<file path="src/rtl/cmp3_arb_pkg.sv">
// cmp3_arb_pkg: shared FSM type and default sizes for cmp3_share_arb
package cmp3_arb_pkg;
  typedef enum logic [1:0] {IDLE = 2'd0, CMP = 2'd1, RESP = 2'd2} state_t;
  localparam int DEF_NREQ = 4;
  localparam int DEF_W = 3;
  localparam int TXN_W = 16;
endpackage

</file>
<file path="src/rtl/cmp3_core.sv">
// cmp3_core: combinational W-bit unsigned magnitude comparator
module cmp3_core #(
  parameter int W = 3
) (
  input  logic [W-1:0] a,
  input  logic [W-1:0] b,
  output logic         eq,
  output logic         gt,
  output logic         lt
);
  assign eq = a == b;
  assign gt = a > b;
  assign lt = a < b;
endmodule

</file>
<file path="src/rtl/cmp3_share_arb.sv">
// cmp3_share_arb: round-robin sharing of one comparator among NREQ requesters
// Define CMP3_ARB_STATS_EN to add the 16-bit txn_count output.
module cmp3_share_arb
  import cmp3_arb_pkg::*;
#(
  parameter int NREQ = DEF_NREQ,
  parameter int W = DEF_W,
  localparam int IDW = $clog2(NREQ)
) (
  input  logic              clk,
  input  logic              rst,
  input  logic [NREQ-1:0]   req,
  input  logic [NREQ*W-1:0] a_flat,
  input  logic [NREQ*W-1:0] b_flat,
  output logic [NREQ-1:0]   ack,
  output logic              rsp_valid,
  output logic [IDW-1:0]    rsp_id,
  output logic              equals,
  output logic              greater,
  output logic              lesser,
`ifdef CMP3_ARB_STATS_EN
  output logic [TXN_W-1:0]  txn_count,
`endif
  output logic              busy
);
  state_t state, state_nx;
  logic [IDW-1:0] ptr, id, win;
  logic [W-1:0] a_q, b_q;
  logic eq, gt, lt;
  cmp3_core #(.W(W)) u_core (.a(a_q), .b(b_q), .eq(eq), .gt(gt), .lt(lt));
  // Scan downward so the requester closest to ptr (with wrap) wins.
  always_comb begin
    win = '0;
    for (int i = NREQ - 1; i >= 0; i--)
      if (req[(int'(ptr) + i) % NREQ]) win = IDW'((int'(ptr) + i) % NREQ);
  end
  always_comb state_nx = (state == IDLE) ? (|req ? CMP : IDLE) : (state == CMP) ? RESP : IDLE;
  assign busy = state != IDLE;
  always_ff @(posedge clk) begin
    if (rst) state <= IDLE;
    else state <= state_nx;
  end
  always_ff @(posedge clk) begin
    if (rst) begin
      ptr <= '0;
      id <= '0;
      a_q <= '0;
      b_q <= '0;
      ack <= '0;
      rsp_valid <= 1'b0;
      rsp_id <= '0;
      equals <= 1'b0;
      greater <= 1'b0;
      lesser <= 1'b0;
    end else begin
      ack <= '0;
      rsp_valid <= 1'b0;
      if (state == IDLE && |req) begin
        id <= win;
        a_q <= a_flat[int'(win)*W +: W];
        b_q <= b_flat[int'(win)*W +: W];
      end
      if (state == CMP) begin
        equals <= eq;
        greater <= gt;
        lesser <= lt;
        ack <= NREQ'(1) << id;
        rsp_valid <= 1'b1;
        rsp_id <= id;
      end
      if (state == RESP) ptr <= IDW'((int'(id) + 1) % NREQ);
    end
  end
`ifdef CMP3_ARB_STATS_EN
  always_ff @(posedge clk) txn_count <= rst ? '0 : txn_count + TXN_W'(rsp_valid);
`endif
endmodule

</file>
<file path="config.mk">
export PLATFORM = sky130hd
export DESIGN_NAME = cmp3_share_arb
export DESIGN_NICKNAME = d
export VERILOG_FILES = /design/src/rtl/cmp3_arb_pkg.sv /design/src/rtl/cmp3_core.sv /design/src/rtl/cmp3_share_arb.sv
export SDC_FILE = /design/constraint.sdc
export NUM_CORES = 1
export LEC_CHECK = 0
export ABC_AREA = 1
export CAP_MARGIN = 30
export CORE_UTILIZATION = 41
export DETAILED_ROUTE_END_ITERATION = 8
export GPL_TIMING_DRIVEN = 1
export PLACE_DENSITY_LB_ADDON = 0.05
export SKIP_LAST_GASP = 1
export SYNTH_ARGS = -nofsm -noshare
export SYNTH_HDL_FRONTEND = slang
export SYNTH_SLANG_ARGS = --single-unit
</file>
<file path="constraint.sdc">
create_clock -name clk -period 1.4 [get_ports clk]
set_input_delay 0.21 -clock clk [delete_from_list [all_inputs] [get_ports clk]]
set_output_delay 0.21 -clock clk [all_outputs]
set_load 0.03 [all_outputs]
</file>
Word-level counts from Yosys, hierarchy flattened
Index checks and enable logic that the tools add are counted.
{"block": "op_classes", "mux": 19, "n_eq_ne": 3, "n_shift": 3, "reduce_logical": 8, "magnitude_cmp": 6, "n_bitwise": 4, "add_sub_neg": 4, "n_mul": 1}
{"operator": "$shiftx 12x32->3", "n": 1}
{"operator": "$lt 3x4->1 const B", "n": 3}
{"operator": "$mux 2", "n": 6}
{"operator": "$shiftx 12x5->3", "n": 1}
{"operator": "$mux 1", "n": 9}
{"operator": "$bmux 1 s2", "n": 4}
{"operator": "$reduce_or 2->1", "n": 4}
{"operator": "$add 2x1->2 const B", "n": 2}
{"operator": "$add 2x2->2 const B", "n": 2}
{"operator": "$mul 2x2->4 const B", "n": 1}
{"operator": "$reduce_or 4->1", "n": 1}
{"operator": "$shl 1x2->4 const A", "n": 1}
{"operator": "$and 1x1->1 const A", "n": 3}
{"operator": "$eq 3x3->1", "n": 1}
{"operator": "$gt 3x3->1", "n": 1}
{"operator": "$lt 2x3->1 const B", "n": 1}
{"operator": "$lt 3x3->1", "n": 1}
{"operator": "$eq 2x1->1 const B", "n": 1}
{"operator": "$eq 2x2->1 const B", "n": 1}
{"operator": "$logic_not 2->1", "n": 1}
{"operator": "$reduce_bool 2->1", "n": 1}
{"operator": "$logic_and 1x1->1", "n": 1}
{"operator": "$not 1->1", "n": 1}
{"block": "totals", "reg_bits": 22, "in_bits": 30, "output_inout_bits": 11}

Logic depth before layout (Yosys ltp)
Gate-level depths: netlist (run 1).
{"block": "depth", "ltp_word": 12, "ltp_mapped": 16}

Modules after synthesis
Synthesis (run 1) repeated with hierarchy kept, for this count alone.
{"block": "hier_totals", "cells_unflattened": 203, "hier_area_um2": 1325.0}
{"module": "cmp3_share_arb", "seq_area_each_um2": 440.4, "cells_per_inst": 188, "n_inst": 1, "area_each_um2": 1229.9}
{"module": "cmp3_core", "seq_area_each_um2": 0.0, "cells_per_inst": 15, "n_inst": 1, "area_each_um2": 95.1}

Worst setup path after synthesis (run 1)
Ideal clock, no wire load.
{"block": "synth_path", "path_kind": "register to register", "startpoint": "reg ptr[0]", "endpoint": "reg a_q[0]", "slack_ns": -0.103, "stages_incl_launch_ff": 16, "t_arrival_ns": 1.394, "n_path_buf": 2, "synth_period_minus_slack_ns": 1.503, "path_cell_list": "dfxtp_1 > buf_6 > inv_4 > nand2_2 > nand3_1 > nand2_2 > nand3_4 > nand2_4 > nand2_4 > nand2_4 > buf_8 > nand2_1 > nand3_1 > nand3_1 > nand2_1 > inv_1"}
{"block": "synth_between", "elab_chain_cells": 10, "elab_cells_between_ends": 20, "cone_classes": "add/sub (3); mul (1); shift (1); mux (15)"}
{"element": "start: declaration", "line_no": "cmp3_share_arb.sv:27", "source": "logic [IDW-1:0] ptr, id, win;"}
{"element": "start signal: assignment", "line_no": "cmp3_share_arb.sv:71", "source": "if (state == RESP) ptr <= IDW'((int'(id) + 1) % NREQ);"}
{"element": "$add 2x2->2", "line_no": "cmp3_share_arb.sv:35", "source": "if (req[(int'(ptr) + i) % NREQ]) win = IDW'((int'(ptr) + i) % NREQ);"}
{"element": "$bmux 1 s2", "line_no": "cmp3_share_arb.sv:35"}
{"element": "$mux 1 (not written as such) (2 in a row)", "line_no": "cmp3_share_arb.sv:35"}
{"element": "$mux 2 (3 in a row)", "line_no": "cmp3_share_arb.sv:35"}
{"element": "$mux 2 (*)", "line_no": "cmp3_share_arb.sv:35"}
{"element": "$mul 2x2->4 (*)", "line_no": "cmp3_share_arb.sv:60", "source": "a_q <= a_flat[int'(win)*W +: W];"}
{"element": "$shiftx 12x32->3 (*)", "line_no": "cmp3_share_arb.sv:60"}
{"element": "end signal: assignment", "line_no": "cmp3_share_arb.sv:60"}
{"element": "end: declaration", "line_no": "cmp3_share_arb.sv:28", "source": "logic [W-1:0] a_q, b_q;"}
Mark *: on every way between the ends. The rest lies on a longest branch, timed or not. The select of a mux whose other input is x is not followed.
A chain may end at the register's enable or synchronous reset.

Worst setup path in the final report (run 1)
{"block": "layout_path", "startpoint": "reg ptr[0]", "endpoint": "reg b_q[2]"}
{"block": "layout_between", "elab_chain_cells": 10, "elab_cells_between_ends": 20, "cone_classes": "add/sub (3); mul (1); shift (1); mux (15)"}
{"element": "$add 2x2->2", "line_no": "cmp3_share_arb.sv:35"}
{"element": "$bmux 1 s2", "line_no": "cmp3_share_arb.sv:35"}
{"element": "$mux 1 (not written as such) (2 in a row)", "line_no": "cmp3_share_arb.sv:35"}
{"element": "$mux 2 (3 in a row)", "line_no": "cmp3_share_arb.sv:35"}
{"element": "$mux 2 (*)", "line_no": "cmp3_share_arb.sv:35"}
{"element": "$mul 2x2->4 (*)", "line_no": "cmp3_share_arb.sv:61", "source": "b_q <= b_flat[int'(win)*W +: W];"}
{"element": "$shiftx 12x5->3 (*)", "line_no": "cmp3_share_arb.sv:61"}
{"element": "end signal: assignment", "line_no": "cmp3_share_arb.sv:61"}
{"element": "end: declaration", "line_no": "cmp3_share_arb.sv:28"}
Marks and branches as above.

==> results of run 1 <==
## power breakdown
| group | switching (µW) | leakage, µW | total (µW) | internal, µW |
|---|---|---|---|---|
| sequential | 43.0 | 0.000182 | 738 | 695 |
| clock | 188 | 0.0000279 | 477 | 289 |
| combinational | 471 | 0.000859 | 843 | 372 |
## cells in the final DEF, fill, tap and decap left out
cell,count
ha_1,3
buf_4,14
nand3b_1,1
o21ai_4,1
xnor2_1,1
and2_4,1
buf_6,4
nand4_1,1
inv_4,2
a21oi_1,7
bufinv_16,1
o21ai_0,5
nor4_1,1
clkbuf_4,3
nor2_1,12
inv_2,3
inv_1,25
dfxtp_4,1
dfxtp_1,20
dlygate4sd2_1,10
a21oi_4,1
clkbuf_2,1
nand2_8,2
dfxtp_2,1
nand3_4,3
nand2_1,61
dlymetal6s2s_1,1
o211ai_1,1
nand2_2,10
nand3_1,17
a21oi_2,1
nand2_4,4
nand3_2,10
clkdlybuf4s50_1,28
## routing by layer
| layer | track usage (%) | vias to the layer above |
|---|---|---|
| met5 | 0 | - |
| met4 | 2.72 | 0 |
| met3 | 4.84 | 2 |
| met2 | 33.5 | 38 |
| met1 | 22.4 | 612 |
| li1 | - | 741 |
## registers in the layout, indices dropped and copies added, names as in the netlist
register   count
equals         1
lesser         1
id             2
greater        1
a_q            3
ack            4
state          2
ptr            2
rsp_valid      1
b_q            3
rsp_id         2
## logic make-up (layout without fill, tap and decap cells)
family	count (synthesis)	in the layout	synth area share, %
buffers and inverters	34	92	11.6
DFF	22	22	33.6
xor gates and xnor gates	1	1	0.669
and+or+nand+nor	122	123	44.4
adders and majority gates	3	3	2.87
AOI/OAI and AO/OA	16	16	6.88
## area by class of cell
type                       count  share of cell area (%)
clock buffer                   3                    1.10
clock inverter                 1                    1.47
inverter                      30                    5.74
multi-input combinational    143                    41.1
sequential                    22                    21.7
tap                           44                    2.69
timing repair buffer          58                    26.1
## tightest hold or removal path: cells and delay by family (launching register included)
kind / cells / cell delay [ns]
flip-flops: 1 / 0.33
AND/OR/NAND/NOR: 1 / 0.06
AO/OA/AOI/OAI: 1 / 0.06
## through the flow
stage	power [µW]	TNS [ns]	worst slack, ns	instance area, µm²	instances
3_3_place_gp	1480	-3.13	-0.426	1840	291
6_report	2060	-1.40	-0.214	2050	301
3_5_place_dp	1490	-3.60	-0.491	1840	291
2_1_floorplan	1230	-0.500	-0.101	1320	198
5_1_grt	2180	-2.20	-0.319	2050	301
4_1_cts	1950	-1.03	-0.181	1880	295
## synth_stat cells
| cell | instances | area [µm²] |
|---|---|---|
| a21oi_1 | 8 | 40.0 |
| a21oi_2 | 1 | 8.76 |
| and2_4 | 1 | 8.76 |
| buf_6 | 1 | 11.3 |
| buf_8 | 1 | 15.0 |
| clkbuf_1 | 2 | 7.51 |
| dfxtp_1 | 22 | 440 |
| ha_1 | 3 | 37.5 |
| inv_1 | 26 | 97.6 |
| inv_2 | 2 | 7.51 |
| inv_4 | 2 | 12.5 |
| nand2_1 | 67 | 251 |
| nand2_2 | 6 | 37.5 |
| nand2_4 | 3 | 33.8 |
| nand3_1 | 26 | 130 |
| nand3_2 | 2 | 20.0 |
| nand3_4 | 2 | 35.0 |
| nand3b_1 | 1 | 7.51 |
| nand4_1 | 1 | 6.26 |
| nor2_1 | 12 | 45.0 |
| nor4_1 | 1 | 6.26 |
| o211ai_1 | 1 | 7.51 |
| o21ai_0 | 5 | 25.0 |
| o21ai_2 | 1 | 8.76 |
| xnor2_1 | 1 | 8.76 |
## how the worst max path moves through the flow
stage / startpoint / end / slack (ns) / depth (start not counted)
final: ptr[0]$_SDFFE_PP0N_ / b_q[2]$_SDFFE_PP0P_ / -0.21 / 12
after global routing: ptr[0]$_SDFFE_PP0N_ / b_q[2]$_SDFFE_PP0P_ / -0.32 / 12
after CTS: ptr[0]$_SDFFE_PP0N_ / b_q[2]$_SDFFE_PP0P_ / -0.18 / 14
after detailed placement: req[0] / b_q[2]$_SDFFE_PP0P_ / -0.49 / 15
after global placement: req[3] / a_q[0]$_SDFFE_PP0P_ / -0.43 / 14
after floorplan: ptr[0]$_SDFFE_PP0N_ / a_q[2]$_SDFFE_PP0P_ / -0.10 / 15
## timing repair
| action | 4_1_cts | 5_1_grt |
|---|---|---|
| setup buffers | 0 | 5 |
| pin swaps | 0 | 19 |
| gates cloned | 0 | 1 |
| resized for setup | 13 | 31 |
| setup endpoints to repair | 19 | 9 |
==> qor.yml, run 1 <==
status: "finished with violations"
gp_congestion: 0.855
netlist_area_um2: 1310
first_pass_iters: 4
syn_area_per_cell_um2: 6.62
r2r-end: "b_q[2]$_SDFFE_PP0P_"
fp-row-count: 20
maxSlewViolCount: 0
p_leak_uw: 0.00107
worstHoldPathCells: 2
fp.dieH_um: 58.5
cts_tree: "built"
cts_max_path_buffers: 2
clock_skew_ns: 0.00471
dieWidth_um: 58.5
grt_usage_pct: 18.5
tightest_slew_ns: 0.349
drc: 0
clock_sinks: 22
drv_cap: 0
clock_latency_ns: 0.30
fmax_mhz: 620
core-area_um2: 3050
layout-drive-gt1-share_pct: 24.5
cts_buffers: 3
hold_path.class: "reg -> reg"
dieArea_um2: 3430
num_vias: 1393
seq_area_frac_synth_pct: 33.6
placement.io_buffers: 40
grt_pass1_vias: 1268
hold_viol: 0
reg2reg_slack_ns: -0.21
synth_cell_type_count: 25
clk_pin_slew_ns: 0.12
dr_wl_met2_um: 1690
grt.overflow.total: 0
wire_per_inst_um: 10.8
setup_viol: 8
cts_max_level: 1
drt_first_iter_violations: 34
cts_root_buf: "clkbuf_4"
place_hpwl_um: 2420
peakVddDrop_v: 0.000803
finalWorstSetupSlack_ns: -0.214
critPathMaxFanout: 5
syn_nets: 231
postCtsHoldBufs: 0
crit_chain: "buf_6 > o21ai_4 > buf_4 > nand3b_1 > nand2_1 > nand2_1 > nand2_2 > nand2_4 > inv_2 > buf_4 > nand3_1 > nand2_1"
hold_end: "lesser$_SDFFE_PP0P_"
r2r_start: "ptr[0]$_SDFFE_PP0N_"
syn_inst: 198
critPathBufInv: 4
violations: "negative setup slack"
crit_path_frequent_cell: "nand2_1"
antenna_found_initial: 0
wl_met1_um: 1360
crit_type: "reg -> reg"
max_stage_delay_ns: 0.39
utilization_pct: 67.1
maxUsedRoutingLayer: "met4"
ys_ff_latch: 22
ys_warn_count: 0
n_antenna_cell: 0
worstRegToRegCells: 12
layout_min_cycle_time_ns: 1.61
ios: 41
slew_headroom_pct: 76.7
rsz0062_at_grt: "true"
fin_hold_ws_ns: 0.469
fin_crit_sh_pct: 115
grt_max_degree: 15
slowest_stage: "dfxtp_4"
cp.required_ns: 1.66
worstPathArrival_ns: 1.87
cp-start-kind: "flop"
ant_nets: 0
cp-end-kind: "flop"
fillerInstances: 275
via_per_inst: 4.63
routed_wl_um: 3240
grt_pass1_wl_um: 4950
wl_met3_um: 166
timing.hold.worst.start: "lesser$_SDFFE_PP0P_"
multi_input_area_um2: 843
power_density_nw_per_um2: 1000
nNetsFinal: 291
start_util_pct: 42.9
cp_top_family: "simple AND/OR/NAND/NOR gates"
area.growth.synth_to_final_pct: 56.4
layout.area.seq_um2: 445
Power figures use the tool's default switching activity.
==> run 2: changes to the inputs <==
--- a/config.mk
+++ b/config.mk
@@ -9,8 +9,9 @@
 export CAP_MARGIN = 30
 export CORE_UTILIZATION = 41
 export DETAILED_ROUTE_END_ITERATION = 8
-export GPL_TIMING_DRIVEN = 1
+export GPL_TIMING_DRIVEN = 0
 export PLACE_DENSITY_LB_ADDON = 0.05
+export RECOVER_POWER = 100
 export SKIP_LAST_GASP = 1
 export SYNTH_ARGS = -nofsm -noshare
 export SYNTH_HDL_FRONTEND = slang
==> run 2 against run 1 <==
The flow still finishes with violations (negative setup slack). Final cell count is 2.0% lower. First-iteration DRC count decreased by 26%. Die area stayed put. Clock-buffer cell count stayed put. Non-clock buffer count fell by 5. Clock skew rose by 0.0020 ns. Sequential cell count unchanged. Register-to-register slack worse by 0.05 ns. Via count is 0.57% higher. Critical path type unchanged. Largest cell class unchanged.
==> qor.yml, run 2 (same netlist as run 1, synthesis figures left out) <==
status: "finished with violations"
violations: "negative setup slack"
grt_pass1_vias: 1396
cp-start-kind: "flop"
fillerInstances: 283
core-area_um2: 3050
wire_per_inst_um: 10.7
p_leak_uw: 0.00105
finalNonFillerCells: 295
start_util_pct: 42.9
layout_commonest_cell: "nand2_1"
slowest_stage: "dfxtp_4"
antenna_found_initial: 0
cts_max_path_buffers: 2
drc: 0
multi_input_area_um2: 870
cp-end-kind: "flop"
dieWidth_um: 58.5
rsz0062_at_grt: "true"
grt_pass1_wl_um: 5720
timing.hold.worst.start: "rst"
fin_total_pwr_uw: 2100
grt_usage_pct: 21.7
hold_end: "state[1]$_SDFF_PP0_"
cts_max_level: 1
grt_max_degree: 14
hold_path.class: "in -> reg"
nNetsFinal: 285
largest_reg_flops: 4
dpl.cell_count: 281
top_regs: "ack x4, a_q x3, b_q x3"
worstRegToRegCells: 13
critPathBufInv: 4
reg2reg_slack_ns: -0.26
place_hpwl_um: 2270
largest_register: "ack"
crit_type: "reg -> reg"
crit_cells: 13
setup_viol: 8
cts_root_buf: "clkbuf_4"
r2r_start: "ptr[0]$_SDFFE_PP0N_"
ant_nets: 0
fin_crit_sh_pct: 119
clock_skew_ns: 0.00671
cp.required_ns: 1.62
tightest_slew_ns: 0.435
cts_buffers: 3
fp-row-count: 20
slew_headroom_pct: 71.0
fp.dieH_um: 58.5
clk_pin_slew_ns: 0.13
layout_min_cycle_time_ns: 1.66
clock_latency_ns: 0.31
cp_top_family: "simple AND/OR/NAND/NOR gates"
worstHoldPathCells: 2
layout_common_cells: "nand2_1, clkdlybuf4s50_1, inv_1"
placement.io_buffers: 39
layout-drive-gt1-share_pct: 24.3
finalWorstSetupSlack_ns: -0.265
power_density_nw_per_um2: 1010
hold_viol: 0
n_antenna_cell: 0
fmax_mhz: 601
r2r-end: "a_q[0]$_SDFFE_PP0P_"
gp_congestion: 0.780
num_vias: 1401
dieArea_um2: 3430
cts_tree: "built"
max_stage_delay_ns: 0.39
worstPathArrival_ns: 1.88
place_area_um2: 1760
drv_cap: 0
peakVddDrop_v: 0.000776
maxSlewViolCount: 0
grt.overflow.total: 0
clock_sinks: 22
area.growth.synth_to_final_pct: 59.0
ios: 41
first_pass_iters: 4
crit_chain: "buf_8 > inv_8 > nand3_1 > and2_4 > nand3_4 > nand3_4 > nand2_8 > buf_8 > nand2_2 > nand3_2 > nand3_2 > nand2_1 > inv_1"
fin_hold_ws_ns: 0.276
place_ws_ns: -0.560
postLayoutCellArea_um2: 2080
drt_first_iter_violations: 25
via_per_inst: 4.75
postCtsHoldBufs: 0
layout.area.seq_um2: 448
critPathMaxFanout: 6
routed_wl_um: 3160
## run 2: how the worst max path moves through the flow
stage                                   start             endpoint  slack, ns
after floorplan           ptr[0]$_SDFFE_PP0N_  a_q[2]$_SDFFE_PP0P_      -0.10
after global placement                 req[1]  a_q[0]$_SDFFE_PP0P_      -0.54
after detailed placement               req[3]  a_q[0]$_SDFFE_PP0P_      -0.56
after CTS                 ptr[0]$_SDFFE_PP0N_  a_q[0]$_SDFFE_PP0P_      -0.26
after global routing      ptr[0]$_SDFFE_PP0N_  b_q[0]$_SDFFE_PP0P_      -0.36
final                     ptr[0]$_SDFFE_PP0N_  a_q[0]$_SDFFE_PP0P_      -0.26
## run 2: routing by layer
layer | global-route usage, % | vias up | routed length, µm
li1 | - | 730 | -
met2 | 41.5 | 34 | 1790
met4 | 7.14 | 0 | 18
met3 | 4.40 | 2 | 117
met5 | 0 | - | 0
met1 | 23.6 | 635 | 1240
## run 2: through the flow
stage	utilization, %	TNS [ns]
floorplan	-	-0.500
detailed placement	57.8	-4.06
global route	68.2	-2.93
CTS	66.5	-1.69
finish	68.2	-1.66
global placement	57.8	-3.84
## run 2: what timing repair did
| action | in CTS | in global routing |
|---|---|---|
| resized for setup | 41 | 15 |
| endpoints found under the setup margin | 19 | 15 |
| pin swaps | 14 | 7 |
| buffers inserted | 7 | 1 |
| gates cloned | 2 | 0 |
## run 2: layout make-up
| cell class | instances | area share, % |
|---|---|---|
| buffer | 4 | 1.80 |
| clock buffer | 3 | 1.08 |
| clock inverter | 1 | 1.44 |
| inverter | 30 | 6.01 |
| multi-input combinational | 142 | 41.7 |
| sequential | 22 | 21.5 |
| tap | 44 | 2.64 |
| timing repair buffer | 49 | 23.8 |
## run 2: worst reg2reg max path: stages (launching register included)
cell and delay (ns):
dfxtp_4 0.39, buf_8 0.14, inv_8 0.07, nand3_1 0.08
and2_4 0.16, nand3_4 0.10, nand3_4 0.11, nand2_8 0.12
buf_8 0.13, nand2_2 0.06, nand3_2 0.06, nand3_2 0.07
nand2_1 0.07, inv_1 0.04
## run 2: report_power, final
group / leakage [µW] / internal [µW] / switching (µW) / total (µW)
Clock: 0.0000279 / 289 / 195 / 484
Sequential: 0.000182 / 694 / 45.9 / 740
Combinational: 0.000835 / 395 / 477 / 872
Total: 0.00105 / 1380 / 718 / 2100
